`src/rtl/multiplier_pkg.sv`:
```
// multiplier_pkg: shared arithmetic-datapath types (multiplier and divider state encodings) and default width.
package multiplier_pkg;
  localparam int WIDTH_DEF = 32;
  typedef enum logic [1:0] {IDLE, LOAD, MULT, DONE} mul_state_e;
  typedef enum logic [1:0] {DIV_IDLE, DIV_LOAD, DIV_SUB, DIV_DONE} div_state_e;
endpackage

```
`src/rtl/multiplier.sv`:
```
// multiplier: sequential shift-add x = a*y + b with start/done handshake and overflow flag.
module multiplier
  import multiplier_pkg::*;
#(
  parameter int WIDTH = WIDTH_DEF
) (
  input  logic             clk,
  input  logic             reset,
  input  logic             start,
  input  logic [WIDTH-1:0] a,
  input  logic [WIDTH-1:0] y,
  input  logic [WIDTH-1:0] b,
  output logic             busy,
  output logic             done,
  output logic [WIDTH-1:0] x,
  output logic             overflow
);
  localparam int CW = (WIDTH > 1) ? $clog2(WIDTH) : 1;
  mul_state_e         state_q, state_d;
  logic [WIDTH-1:0]   mreg_q, mreg_d, x_q, x_d;
  logic [2*WIDTH-1:0] dreg_q, dreg_d, acc_q, acc_d;
  logic [CW-1:0]      cnt_q, cnt_d;
  logic               busy_q, busy_d, done_q, done_d, ovf_q, ovf_d;
  logic               last;
  always_ff @(posedge clk) begin
    if (reset) begin
      state_q <= IDLE;
      mreg_q  <= '0;
      dreg_q  <= '0;
      acc_q   <= '0;
      cnt_q   <= '0;
      busy_q  <= 1'b0;
      done_q  <= 1'b0;
      x_q     <= '0;
      ovf_q   <= 1'b0;
    end else begin
      state_q <= state_d;
      mreg_q  <= mreg_d;
      dreg_q  <= dreg_d;
      acc_q   <= acc_d;
      cnt_q   <= cnt_d;
      busy_q  <= busy_d;
      done_q  <= done_d;
      x_q     <= x_d;
      ovf_q   <= ovf_d;
    end
  end
  assign last = cnt_q == CW'(WIDTH - 1);
  always_comb begin
    state_d = (state_q == IDLE) ? (start ? LOAD : IDLE) :
              (state_q == LOAD) ? MULT :
              (state_q == MULT) ? (last ? DONE : MULT) : IDLE;
  end
  // acc holds at most 2^(2W)-2^W, so the 2W-bit add never carries out
  always_comb begin
    mreg_d = (state_q == LOAD) ? a : (state_q == MULT) ? mreg_q >> 1 : mreg_q;
    dreg_d = (state_q == LOAD) ? {{WIDTH{1'b0}}, y} : (state_q == MULT) ? dreg_q << 1 : dreg_q;
    acc_d  = (state_q == LOAD) ? {{WIDTH{1'b0}}, b} :
             (state_q == MULT && mreg_q[0]) ? acc_q + dreg_q : acc_q;
    cnt_d  = (state_q == LOAD) ? '0 : (state_q == MULT) ? cnt_q + CW'(1) : cnt_q;
    busy_d = state_d != IDLE;
    done_d = state_q == DONE;
    x_d    = (state_q == DONE) ? acc_q[WIDTH-1:0] : x_q;
    ovf_d  = (state_q == DONE) ? |acc_q[2*WIDTH-1:WIDTH] : ovf_q;
  end
  assign busy     = busy_q;
  assign done     = done_q;
  assign x        = x_q;
  assign overflow = ovf_q;
endmodule
```
`config.mk`:
```
export PLATFORM = sky130hd
export DESIGN_NAME = multiplier
export DESIGN_NICKNAME = d
export VERILOG_FILES = /design/src/rtl/multiplier_pkg.sv /design/src/rtl/multiplier.sv
export SDC_FILE = /design/constraint.sdc
export NUM_CORES = 1
export LEC_CHECK = 0
export ABC_AREA = 1
export ABC_CLOCK_PERIOD_IN_PS = 3260
export BUFFER_PORTS_ARGS = -buffer_cell sky130_fd_sc_hd__buf_2
export CORE_MARGIN = 2
export CORE_UTILIZATION = 45
export CTS_BUF_LIST = sky130_fd_sc_hd__clkbuf_8 sky130_fd_sc_hd__clkbuf_16
export CTS_CLUSTER_DIAMETER = 120
export DETAILED_ROUTE_END_ITERATION = 16
export GPL_TIMING_DRIVEN = 0
export SKIP_LAST_GASP = 1
export SYNTH_ARGS = -nofsm -noshare
export SYNTH_HDL_FRONTEND = slang
export SYNTH_SLANG_ARGS = --single-unit
export TNS_END_PERCENT = 100
```
`constraint.sdc`:
```
create_clock -name clk -period 3.26 [get_ports clk]
set_input_delay 0.489 -clock clk [delete_from_list [all_inputs] [get_ports clk]]
set_output_delay 0.489 -clock clk [all_outputs]
set_load 0.005 [all_outputs]
```
==> impl_metrics.ini, run 1 <==
[route]
routedWlPerCell_um = 16.4
drt_first_pass_iters = 7
antenna_left = 0
vias = 14500
drt-initial-drc-count = 893
wl_um = 47900
viasPerCell = 4.95
drc = 0

[die]
die-area_um2 = 32300
die_y_um = 180
coreArea_um2 = 30500
ios = 134
die_x_um = 180
placement_rows = 64
initial_utilization_pct = 45.5

[timing]
fin_ws_ns = 0.657
fmax_ghz = 0.384
rsz0062_at_grt = no
slew-limit-headroom_pct = 43.9
timing.final.crit_share_pct = 79.9
hold_viol = 0
skew_ns = 0.0209
slew_violations = 0
worstMarginPinSlew_ns = 0.841
fin_tns_setup_ns = 0
setup_viol = 0
min_period_ns = 2.60

[clock_tree]
cts-htree-levels = 1
postCtsSetupBuffers = 0
root_buffer = clkbuf_16
tritoncts = done
cts_sinks = 202
cts_buffer_depth = 3
path_clk_slew_ns = 0.06
postCtsHoldBufs = 0
clk_latency_ns = 0.55
cts_resized = 0
cts_buffers = 24

[power_and_ir_drop]
clkPwrFrac_pct = 39.5
p_sw_share_pct = 31.2
pwr-share-comb_pct = 17.6
p_leak_nw = 8.40
power_density_nw_per_um2 = 410
pwr-share-seq_pct = 42.9
internal_power_mw = 4.46
vdd_drop_max_uv = 395
p_sw_mw = 2.02

[worst_hold_path]
whs_path_depth = 3
holdPathEnd = mreg_q[31]$_SDFFE_PP0P_
min_path_type = in -> reg
worstHoldStart = a[31]

[setup_path]
critPathBufInv = 1
crit_path_frequent_cell = nand2_1
arrival_ns = 3.04
rr_endpoint = acc_q[38]$_SDFFE_PP0P_
path_max_fanout = 4
crit_chain = ha_1 -> fa_1 -> nand3_1 -> nand3_2 -> nand2_1 -> nand2_2 -> nand2_1 -> nand3_2 -> nand2_1 -> nand2_1 -> nand2_1 -> nand2_1 -> o21bai_1 -> inv_1
startpoint = dreg_q[0]$_SDFFE_PP0P_
start_kind = flip-flop
r2r-start = dreg_q[0]$_SDFFE_PP0P_
criticalPathCategory = reg -> reg
worst-r2r-setup-slack_ns = 0.66
cpLargestDelayFamily = simple AND/OR/NAND/NOR gates
reg2regPathDepth = 14
crit_slowest_cell = fa_1
slowest_delay_ns = 0.49
crit_path_end_kind = flip-flop
cp_data_required_time_ns = 3.70

[finish]
multiInputGateArea_um2 = 7940
final_core_util_pct = 51.8
area_growth_pct = 13.9
drive_gt1_share_pct = 10.8
layout_commonest_cell = nand2_1
ff_latch_area_um2 = 4040
nFillCells = 3326
mostFrequentLayoutCells = 800 x nand2_1, 417 x inv_1, 234 x a21oi_1
nNetsFinal = 2676

[synth]
synthSimpleGateAreaFrac_pct = 34.4
synthAdderAreaFrac_pct = 6.36
synth-compound-area-share_pct = 15.2
synthCells = 2348
synth_xor_area_share_pct = 1.26
yosysWarningCount = 0
synth_seq_cells = 202
synth_edf_count = 0
postSynthNetCount = 2517
synth.area.mux_share_pct = 0
netlist_area_um2 = 13900
synth_top_family_by_area = simple AND/OR/NAND/NOR gates
ys_async_sr_fraction_pct = 0
synth_area_per_cell_um2 = 5.91
ys.flop_type = dfxtp_1
synth_cell_types = 34
seq_area_frac_synth_pct = 29.1

[global_routing]
grt_overflow = 0
grt_pass1_vias = 14200
grt_max_degree = 14
grt_pass1_wl_um = 75600
antenna_found_initial = 0
track_usage_pct = 29.6

[job]
drv_cap = 0

[place]
dp_hpwl_um = 40200
gp_congestion = 0.952
dp_slack_ns = 0.653
port_buffers = 133

[outcome]
status = completed
flip-flops by register name, summed over array words and instances (netlist names):
name	flops
acc_q	64
busy	1
cnt_q	5
done	1
dreg_q	64
mreg_q	32
overflow	1
state_q	2
x	32
logic make-up (layout without fill, tap and decap cells):
logic type,count (synthesis),count (layout)
and+or+nand+nor,1142,1142
buffers and inverters,503,680
AOI/OAI and AO/OA,411,411
DFF,202,202
adders and majority gates,70,70
xor gates and xnor gates,20,20
other,0,3
Yosys cell counts, drive strengths merged (5+ instances only):
cell type	count	area, um^2
nand4	13	81.3
a31oi	17	106
xor2	19	166
clkinv	8	30.0
o21bai	8	60.1
nor3	18	125
nand3	88	490
ha	69	863
a21oi	236	1190
or2	8	50.1
nand3b	5	37.5
dfxtp	202	4040
buf	15	68.8
clkbuf	62	233
nor2	166	696
nand2	834	3220
nor4	10	75.1
inv	418	1570
o21ai	148	741
cell type report:
class / count / share of cell area [%]
multi-input combinational: 1643 / 50.2
sequential: 202 / 25.6
inverter: 426 / 10.1
timing repair buffer: 133 / 4.21
clock buffer: 27 / 4.06
tap: 396 / 3.13
buffer: 77 / 1.91
clock inverter: 17 / 0.712
antenna: 3 / 0.0475
per-stage QoR:
step | cell area, um^2 | cells | hold slack, ns | power, mW
after detailed placement | 15000 | 2877 | 0.455 | 3.96
after floorplan | 13900 | 2348 | 0.439 | 3.54
after global placement | 15000 | 2877 | 0.450 | 3.94
final | 15800 | 2924 | 0.208 | 6.48
after CTS | 15800 | 2921 | 0.189 | 6.54
after global routing | 15800 | 2921 | 0.208 | 6.80
worst register-to-register path: stages (launching register included):
cell,delay (ns)
dfxtp_1,0.33
ha_1,0.26
fa_1,0.49
nand3_1,0.14
nand3_2,0.14
nand2_1,0.11
nand2_2,0.09
nand2_1,0.09
nand3_2,0.16
nand2_1,0.10
nand2_1,0.20
nand2_1,0.14
nand2_1,0.06
o21bai_1,0.13
inv_1,0.05
power groups by stage:
stage	clock [mW]	combinational [mW]	sequential, mW
after floorplan	0	0.765	2.78
after global placement	0	1.12	2.82
after detailed placement	0	1.13	2.83
after CTS	2.62	1.14	2.77
after global routing	2.72	1.29	2.79
final	2.56	1.14	2.78
per-layer routing:
| metal | track usage, % | share of wire, % | vias up |
|---|---|---|---|
| li1 | - | - | 7603 |
| met1 | 36.5 | 43 | 6489 |
| met2 | 51.9 | 48 | 298 |
| met3 | 3.81 | 4.7 | 93 |
| met4 | 12.5 | 4.4 | 0 |
| met5 | 0 | 0 | - |
how the worst max path moves through the flow:
stage                             end  slack [ns]  cells after the start
3_5_place_dp   acc_q[38]$_SDFFE_PP0P_        0.65                     14
3_3_place_gp   acc_q[38]$_SDFFE_PP0P_        0.72                     14
4_1_cts        acc_q[38]$_SDFFE_PP0P_        0.64                     14
5_1_grt        acc_q[38]$_SDFFE_PP0P_        0.50                     14
2_1_floorplan  acc_q[22]$_SDFFE_PP0P_        1.31                     11
6_report       acc_q[38]$_SDFFE_PP0P_        0.66                     14
No activity file was read; power rests on OpenSTA's default activity.
==> run 2: changes to the inputs <==
- ABC_AREA: 1 -> 0
- ABC_CLOCK_PERIOD_IN_PS: 3260 -> 2100
- PLACE_DENSITY: default -> 0.66
- clock period: 3.26 -> 2.1 ns (I/O delays scaled with it)
==> run 2 against run 1 <==
Net effect:
- the flow now finishes with violations (setup timing)
- first-iteration DRC count is 2.2% lower
- via count is 21% lower
- synthesized area is 15% lower
- sequential power is 55% higher
- final cell count is 31% lower
- design area is 2.7% lower
- largest power group unchanged
==> impl_metrics.ini, run 2 <==
[power_and_ir_drop]
clkPwrFrac_pct = 39.5
vdd_drop_max_uv = 725
p_sw_share_pct = 28.5
internal_power_mw = 7.59
p_leak_nw = 6.39
p_sw_mw = 3.02
pwr-share-comb_pct = 20.0
p_total_mw = 10.6
pwr-share-seq_pct = 40.5
power_density_nw_per_um2 = 690

[timing]
setup_viol = 59
slew_violations = 0
slew-limit-headroom_pct = 42.5
skew_ns = 0.0161
min_period_ns = 3.13
rsz0062_at_grt = yes
fin_tns_setup_ns = -42.81
fin_ws_ns = -1.03
worstMarginPinSlew_ns = 0.860
fmax_ghz = 0.320
timing.final.crit_share_pct = 149
hold_viol = 0

[route]
drt-initial-drc-count = 873
vias = 11400
antenna_left = 0
viasPerCell = 5.69
wl_um = 36300
routedWlPerCell_um = 18.1
drt_first_pass_iters = 6
drc = 0

[synth]
synthSimpleGateAreaFrac_pct = 17.2
netlist_area_um2 = 11800
synth_cell_types = 70
synth.most_common_cell = nor2_1
synth_top_area_cell = dfxtp_1
synth_commonest_cells = 210 x nor2_1, 202 x dfxtp_1, 144 x nand2_1, 138 x a21oi_1, 134 x mux2i_1
ys_top_cells_by_area = dfxtp_1 34%, mux2i_1 11%, ha_1 7.3%
synthAdderAreaFrac_pct = 7.51
synth_xor_area_share_pct = 4.09
synth_area_per_cell_um2 = 8.25
synth_edf_count = 0
synth-compound-area-share_pct = 21.2
ys_async_sr_fraction_pct = 0
postSynthNetCount = 1595
yosysWarningCount = 0
synthCells = 1426
synth.area.mux_share_pct = 11.4
synth_seq_cells = 202
synth_top_area_share_pct = 34.4
seq_area_frac_synth_pct = 34.4
ys.flop_type = dfxtp_1
synth_top_family_by_area = compound AO/OA/AOI/OAI gates

[clock_tree]
path_clk_slew_ns = 0.06
postCtsHoldBufs = 0
tritoncts = done
cts_buffer_depth = 3
cts-htree-levels = 1
clk_latency_ns = 0.53
root_buffer = clkbuf_16
cts_sinks = 202
cts_buffers = 23

[die]
placement_rows = 59
coreArea_um2 = 25800
die-area_um2 = 27500
initial_utilization_pct = 45.5
die_y_um = 166
die_x_um = 166
ios = 134

[finish]
ff_latch_area_um2 = 4100
layout_commonest_cell = nor2_1
mostFrequentLayoutCells = 205 x nor2_1, 175 x dfxtp_1, 150 x buf_2
antenna_cells_inserted = 0
nFillCells = 2272
reg_top3 = acc_q (64), dreg_q (64)
fin_area_um2 = 15400
drive_gt1_share_pct = 28.3
multiInputGateArea_um2 = 8180
area_growth_pct = 30.7
nNetsFinal = 1824

[global_routing]
grt_pass1_wl_um = 56700
grtUsageMet3_pct = 3.18
grt_use_met2_pct = 43.4
grt_use_met1_pct = 32.7
antenna_found_initial = 1
grt_overflow = 0
grt_pass1_vias = 10900
track_usage_pct = 24.9
grt-busiest-layer = met2
grt_max_degree = 13

[setup_path]
slowest_delay_ns = 0.39
arrival_ns = 3.52
crit_slowest_cell = a2111oi_0
start_kind = flip-flop
crit_path_end_kind = flip-flop
path_max_fanout = 3
crit_chain = ha_4 -> buf_4 -> buf_6 -> a211oi_4 -> nor3_4 -> buf_6 -> nor2_4 -> o21a_1 -> buf_6 -> o21ai_4 -> a21o_1 -> a21o_2 -> a21o_1 -> a21oi_2 -> xor2_2 -> a2111oi_0
crit_path_frequent_cell = buf_6
cp_data_required_time_ns = 2.49
criticalPathCategory = reg -> reg

[job]
drv_cap = 0

[place]
gp_congestion = 0.910
placed_cell_area_um2 = 13100
dp_hpwl_um = 25400
port_buffers = 132
dp_slack_ns = -1.18

[outcome]
violations = setup timing
status = finished with violations

[worst_hold_path]
min_path_type = in -> reg
[run 2: changes by cell type after synthesis, sizes merged, moves of 55 or more]
cell,before,now
a211oi,0,76
inv,418,15
nand2,834,146
a21o,0,55
mux2i,0,134
nand3,88,13
a21oi,236,140
o21ai,148,51
[run 2: kinds of logic after synthesis]
kind of cell,count (synthesis)
compound gates,383
fa+ha+maj,70
xor+xnor,55
buf+inv,117
flops,202
simple gates,465
mux,134
[run 2: worst paths after layout]
kind,startpoint,endpoint,slack [ns],cells past startpoint
worst max register to register,dreg_q[0]$_SDFFE_PP0P_,acc_q[17]$_SDFFE_PP0P_,-1.03,16
worst max-delay path,dreg_q[0]$_SDFFE_PP0P_,acc_q[17]$_SDFFE_PP0P_,-1.03,16
worst min register to register,acc_q[56]$_SDFFE_PP0P_,acc_q[56]$_SDFFE_PP0P_,0.47,2
worst min-delay path,b[0],acc_q[0]$_SDFFE_PP0P_,0.02,3
[run 2: layout make-up]
cell class	count	area share (%)
buffer	94	3.06
clock buffer	29	4.28
clock inverter	10	0.830
inverter	15	0.366
multi-input combinational	1107	53.2
sequential	202	26.6
tap	335	2.73
timing repair buffer	212	8.86
[run 2: power by group through the flow]
stage | clock network (mW) | logic (mW) | registers (mW)
finish | 4.19 | 2.12 | 4.30
global route | 4.41 | 2.31 | 4.33
CTS | 4.26 | 1.90 | 4.28
detailed placement | 0 | 1.76 | 4.35
global placement | 0 | 1.73 | 4.35
floorplan | 0 | 1.31 | 4.29
[run 2: what timing repair did]
action | 4_1_cts | 5_1_grt
gates resized for setup | 104 | 121
pin swaps | 63 | 77
cloned | 0 | 0
setup buffers | 53 | 36
setup endpoints to repair | 173 | 118
[run 2: critical path, delay by kind of cell (launching register included)]
family / cells / cell delay, ns
compound gates: 8 / 1.64
xor+xnor: 1 / 0.12
fa+ha+maj: 1 / 0.17
buf+inv: 4 / 0.50
flops: 1 / 0.35
simple gates: 2 / 0.21
[run 2: metal layers]
layer,share of wire (%),vias up
met5,0.039,-
met4,2.7,2
met3,6.0,93
met2,48,379
met1,43,5381
li1,-,5547
[run 2: through the flow]
| stage | utilization [%] | hold WS [ns] | instances |
|---|---|---|---|
| floorplan | - | 0.442 | 1426 |
| detailed placement | 50.7 | 0.464 | 1893 |
| CTS | 56.8 | 0.00620 | 1975 |
| global route | 59.5 | 0.0279 | 2004 |
| finish | 59.5 | 0.0174 | 2004 |
| global placement | 50.7 | 0.456 | 1893 |
